--- src/rtl/mono_run_ctrl.sv ---
// Run/halt/step sequencer for the mono core: gates commit via core_en,
// handles PC breakpoints, EBREAK stops, counted runs and retired counting.
//
//   state    | meaning
//   ---------+------------------------------------------------
//   S_HALTED | core frozen, waiting for RUN / STEP / RUN_N
//   S_RUN    | free-run until HALT, breakpoint or EBREAK
//   S_RUN_N  | run until remaining reaches zero (or other stop)
module mono_run_ctrl #(
    parameter int NUM_BP = 2,
    parameter int CNT_W  = 32,
    localparam int SEL_W = (NUM_BP > 1) ? $clog2(NUM_BP) : 1
) (
    input  logic             clk,
    input  logic             rst_n,
    input  logic             cmd_valid,
    input  logic [2:0]       cmd_op,
    input  logic [31:0]      cmd_arg,
    input  logic [SEL_W-1:0] cmd_bp_sel,
    output logic             cmd_err,
    input  logic [31:0]      pc,
    input  logic             ebreak,
    output logic             core_en,
    output logic             halted,
    output logic             halt_pulse,
    output logic [1:0]       halt_cause,
    output logic [CNT_W-1:0] retired
);

    typedef enum logic [1:0] {S_HALTED, S_RUN, S_RUN_N} state_t;

    localparam logic [2:0] OP_HALT   = 3'd1;
    localparam logic [2:0] OP_RUN    = 3'd2;
    localparam logic [2:0] OP_STEP   = 3'd3;
    localparam logic [2:0] OP_RUN_N  = 3'd4;
    localparam logic [2:0] OP_SET_BP = 3'd5;
    localparam logic [2:0] OP_CLR_BP = 3'd6;
    localparam logic [2:0] OP_BAD    = 3'd7;

    localparam logic [1:0] CAUSE_CMD   = 2'd0;
    localparam logic [1:0] CAUSE_COUNT = 2'd1;
    localparam logic [1:0] CAUSE_BP    = 2'd2;
    localparam logic [1:0] CAUSE_EBRK  = 2'd3;

    state_t             state, state_nxt;
    logic [CNT_W-1:0]   remaining, remaining_nxt;
    logic               skip_bp, skip_nxt;
    logic [1:0]         cause_nxt;
    logic               pulse_nxt, err_nxt;
    logic [31:0]        bp_pc [NUM_BP];
    logic [NUM_BP-1:0]  bp_valid;
    logic               bp_wr, bp_wr_valid;
    logic               bp_match, bp_stop;
    logic               sel_ok, exit_now;
    logic [1:0]         exit_cause;
    logic [CNT_W-1:0]   arg_cnt;

    assign arg_cnt = cmd_arg[CNT_W-1:0];
    assign sel_ok  = int'(cmd_bp_sel) < NUM_BP;

    always_comb begin
        bp_match = 1'b0;
        for (int i = 0; i < NUM_BP; i++) begin
            if (bp_valid[i] && (bp_pc[i] == pc)) bp_match = 1'b1;
        end
    end

    // skip_bp lets a resume from a breakpoint PC execute that instruction once
    assign bp_stop = bp_match && !skip_bp;
    assign core_en = (state != S_HALTED) && !bp_stop;
    assign halted  = (state == S_HALTED);

    always_comb begin
        state_nxt     = state;
        remaining_nxt = remaining;
        skip_nxt      = skip_bp;
        cause_nxt     = halt_cause;
        pulse_nxt     = 1'b0;
        err_nxt       = 1'b0;
        bp_wr         = 1'b0;
        bp_wr_valid   = 1'b0;
        exit_now      = 1'b0;
        exit_cause    = CAUSE_CMD;

        if (cmd_valid) begin
            case (cmd_op)
                OP_SET_BP, OP_CLR_BP: begin
                    if (sel_ok) begin
                        bp_wr       = 1'b1;
                        bp_wr_valid = (cmd_op == OP_SET_BP);
                    end else begin
                        err_nxt = 1'b1;
                    end
                end
                OP_BAD:  err_nxt = 1'b1;
                default: ;
            endcase
        end

        case (state)
            S_HALTED: begin
                if (cmd_valid) begin
                    case (cmd_op)
                        OP_RUN: begin
                            state_nxt = S_RUN;
                            skip_nxt  = 1'b1;
                        end
                        OP_STEP: begin
                            state_nxt     = S_RUN_N;
                            remaining_nxt = {{(CNT_W-1){1'b0}}, 1'b1};
                            skip_nxt      = 1'b1;
                        end
                        OP_RUN_N: begin
                            if (arg_cnt == '0) begin
                                err_nxt = 1'b1;
                            end else begin
                                state_nxt     = S_RUN_N;
                                remaining_nxt = arg_cnt;
                                skip_nxt      = 1'b1;
                            end
                        end
                        default: ;
                    endcase
                end
            end
            default: begin
                if (cmd_valid && ((cmd_op == OP_RUN) || (cmd_op == OP_STEP) ||
                                  (cmd_op == OP_RUN_N)))
                    err_nxt = 1'b1;
                if (core_en) begin
                    skip_nxt = 1'b0;
                    if (state == S_RUN_N) remaining_nxt = remaining - 1'b1;
                end
                if (cmd_valid && (cmd_op == OP_HALT)) begin
                    exit_now   = 1'b1;
                    exit_cause = CAUSE_CMD;
                end else if (bp_stop) begin
                    exit_now   = 1'b1;
                    exit_cause = CAUSE_BP;
                end else if (core_en && ebreak) begin
                    exit_now   = 1'b1;
                    exit_cause = CAUSE_EBRK;
                end else if ((state == S_RUN_N) && core_en &&
                             (remaining == {{(CNT_W-1){1'b0}}, 1'b1})) begin
                    exit_now   = 1'b1;
                    exit_cause = CAUSE_COUNT;
                end
                if (exit_now) begin
                    state_nxt = S_HALTED;
                    pulse_nxt = 1'b1;
                    cause_nxt = exit_cause;
                end
            end
        endcase
    end

    always_ff @(posedge clk) begin
        if (!rst_n) begin
            state      <= S_HALTED;
            remaining  <= '0;
            skip_bp    <= 1'b0;
            halt_cause <= CAUSE_CMD;
            halt_pulse <= 1'b0;
            cmd_err    <= 1'b0;
            retired    <= '0;
            bp_valid   <= '0;
            for (int i = 0; i < NUM_BP; i++) bp_pc[i] <= '0;
        end else begin
            state      <= state_nxt;
            remaining  <= remaining_nxt;
            skip_bp    <= skip_nxt;
            halt_cause <= cause_nxt;
            halt_pulse <= pulse_nxt;
            cmd_err    <= err_nxt;
            retired    <= retired + {{(CNT_W-1){1'b0}}, core_en};
            for (int i = 0; i < NUM_BP; i++) begin
                if (bp_wr && (int'(cmd_bp_sel) == i)) begin
                    bp_valid[i] <= bp_wr_valid;
                    if (bp_wr_valid) bp_pc[i] <= cmd_arg;
                end
            end
        end
    end

endmodule

--- config.mk ---
export PLATFORM = sky130hd
export DESIGN_NAME = mono_run_ctrl
export DESIGN_NICKNAME = d
export VERILOG_FILES = /design/src/rtl/mono_run_ctrl.sv
export SDC_FILE = /design/constraint.sdc
export NUM_CORES = 1
export LEC_CHECK = 0
export BUFFER_PORTS_ARGS = -buffer_cell sky130_fd_sc_hd__buf_2
export CAP_MARGIN = 20
export CORE_MARGIN = 2
export CORE_UTILIZATION = 57
export DETAILED_ROUTE_END_ITERATION = 10
export HOLD_SLACK_MARGIN = 0.12
export MAX_ROUTING_LAYER = met4
export PLACE_DENSITY = 0.81
export SYNTH_ARGS = -nofsm -noshare
export SYNTH_HDL_FRONTEND = slang
export SYNTH_SLANG_ARGS = --single-unit
--- constraint.sdc ---
create_clock -name clk -period 4.8 [get_ports clk]
set_clock_uncertainty 0.15 [all_clocks]
set_input_delay 0.96 -clock clk [delete_from_list [all_inputs] [get_ports clk]]
set_output_delay 0.96 -clock clk [all_outputs]
set_load 0.1 [all_outputs]
==> metrics.cfg <==
[status]
outcome=complete, no violations

[setup_path]
reg2regPathDepth=14
worstSetupStartpoint=pc[3]
crit_path_frequent_cell=buf_2
critical-path-top-delay-family=simple AND/OR/NAND/NOR gates
arrival_ps=3160
critPathKind=input pin to output port
worstPathMaxFanout=5
cp.depth=8
slowest_delay_ps=570
worst_path_max_delay_cell=or4_1
end_kind=output port
reg2reg_slack_ps=930
cp_data_required_time_ps=3690
worstSetupStartpointType=input pin
r2r_start=bp_pc[0][3]
regToRegEndpoint=retired[30]
path_cells=buf_2 > xor2_1 > or4_1 > nor4_1 > nand4b_1 > a21oi_1 > nor2_2 > buf_2
critPathBufInv=2

[floorplanning]
core_um2=12100
io-pin-count=110
initial_core_util=0.590
die_area_um2=13400
die_height_um=116
chipWidth_um=116
fp-row-count=40

[sta]
slew_headroom=0.248
min_period_ps=4270
fin_crit_sh=0.889
setup_viol=0
worst_slew_pin_slew_ps=1120
fin_ws_ps=534
finalHoldViolations=0
tns_ps=0
rsz0062_at_grt=no
drv_slew=0
fmax_ghz=0.234

[layout]
postLayoutCoreUtil=0.692
finalNetCount=914
diodes=0
fill_cells=981
area_growth_pct=17.3
drive_gt1_frac=0.199

[detailed_routing]
first_pass_iters=6
drtIter0Drc=674
wire_per_inst_um=19.7
drc=0
vias=6385
routed_via_density=6.27
drt-total-wl_um=20000
ant_nets=0

[yosys]
syn_nets=819
synth-main-ff-cell=dfxtp_1
synthesis.instances=743
ys_warn_count=0
synth_edf_count=64
netlist_area_um2=7140
yosysUniqueCellTypes=64
ys_ff_latch=137
async_flop_share=0
postSynthAreaPerCell_um2=9.61
ys_seq_area_frac=0.474

[hold_path]
worstHoldStart=remaining[11]
hold_end=remaining[11]
hp-class=flop to flop
whs_path_depth=2

[global_route]
antenna_found_initial=0
grt_usage=0.306
grt_max_degree=74
grt_pass1_vias=5934
grt_pass1_wl_um=30400
grt_overflow=0

[placed_design]
dpl_worst_slack_ps=349
dp_hpwl_um=14200
place_congestion=0.930
portBuffers=109

[power]
power_density_nw_per_um2=362
vdd_drop_max_mv=0.214
leakage_nw=3.17

[clock_tree]
holdBufCountCts=0
post_cts_buffers=0
cts_tree=done
cts_root_buf=clkbuf_16
clkSlewWorstSetupHoldPaths_ps=60
htreeDepth=4
clock_path_buffers=2
numCtsBuffers=17
cts.sinks=137
insertion_delay_ps=420
cts.repair.resized=0

[job]
max_cap_viol_count=0

-- through the flow --
stage | hold slack (ps) | total power, mW | cells | instance area (um2)
after floorplan | 302 | 1.66 | 743 | 7150
after global placement | 316 | 1.78 | 987 | 7810
after detailed placement | 330 | 1.79 | 987 | 7810
after CTS | 339 | 3.03 | 1019 | 8380
after global routing | 369 | 3.12 | 1019 | 8380
final | 334 | 3.03 | 1019 | 8380
-- report_power, final --
group | switching, mW | internal, mW
registers | 0.0374 | 1.27
clock network | 0.528 | 0.721
logic | 0.302 | 0.170
-- placed cells by master (no fill, tap or decap), types with 4 or more instances in the layout --
cell,instances
nor2_1,62
nor4_1,28
ha_1,4
a21oi_1,29
o21ai_0,26
o31ai_1,14
or3_1,10
and2_1,5
buf_2,109
xor2_1,31
nand4_1,26
inv_6,6
clkbuf_16,17
a211oi_1,8
o211ai_1,13
a2111oi_0,5
buf_4,10
edfxtp_1,64
nor3_1,26
o311ai_0,4
a22oi_1,4
dfxtp_1,73
or4_4,4
xnor2_1,67
a31oi_1,6
inv_1,16
nand2_1,45
nand3_1,30
or4_1,9
and3_1,39
-- worst reg2reg max path, cell delays in order (launching register included) --
cell      delay, ps
edfxtp_1        400
xor2_1          300
or4_1           200
nor4_1           60
nand4b_1        100
a21oi_1         190
nor2_2          180
ha_1            220
ha_1            250
nand2_1          70
nor4_1          660
and3_1          330
nand4_1         170
or3_1           380
a21oi_1         140
-- per-layer routing --
| metal | share of wire | GRT usage | vias up |
|---|---|---|---|
| li1 | - | - | 2967 |
| met1 | 0.40 | 0.385 | 3025 |
| met2 | 0.49 | 0.499 | 335 |
| met3 | 0.084 | 0.0523 | 58 |
| met4 | 0.028 | 0.113 | 0 |
| met5 | 0 | - | - |
-- worst max-delay path by stage --
stage / end / slack (ps)
after floorplan: retired[30] / 90
final: core_en / 530
after global placement: retired[28] / 540
after detailed placement: retired[30] / 350
after global routing: retired[30] / 440
after CTS: core_en / 590
-- Yosys cell counts (6+ instances only) --
master | number | area, um2
a211oi_1 | 8 | 60.1
inv_1 | 16 | 60.1
a31oi_1 | 6 | 37.5
or4_1 | 9 | 67.6
nand4_1 | 26 | 163
nand2_1 | 45 | 169
nor3_1 | 26 | 130
and3_1 | 39 | 244
nor4_1 | 28 | 175
a21oi_1 | 30 | 150
edfxtp_1 | 64 | 1920
o31ai_1 | 15 | 113
or3_1 | 10 | 62.6
nor2_1 | 63 | 236
xor2_1 | 31 | 272
nand3_1 | 30 | 150
dfxtp_1 | 73 | 1460
xnor2_1 | 67 | 587
o211ai_1 | 13 | 97.6
clkbuf_1 | 32 | 120
o21ai_0 | 26 | 130
-- layout make-up --
class,instances,area [um2],share of cell area
Clock buffer,17,425,0.0508
Sequential cell,137,3380,0.404
Timing Repair Buffer,119,621,0.0741
Multi-Input combinational cell,546,3530,0.422
Inverter,17,63.8,0.00762
Tap cell,168,210,0.0251
Clock inverter,15,141,0.0169
-- flip-flops by register name, indices dropped and copies added, names as in the netlist --
| name | count |
|---|---|
| skip_bp | 1 |
| halt_cause | 2 |
| bp_valid | 2 |
| state | 2 |
| bp_pc | 64 |
| retired | 32 |
| cmd_err | 1 |
| halt_pulse | 1 |
| remaining | 32 |
-- logic make-up after synthesis --
family                   synth area share
XOR/XNOR                            0.120
AND/OR/NAND/NOR                     0.228
flip-flops                          0.474
AO/OA/AOI/OAI                       0.131
buffers and inverters              0.0354
adder cells (fa/ha/maj)           0.00701
multiplexers                      0.00438
Note: power is estimated with default switching activity, not from simulation.
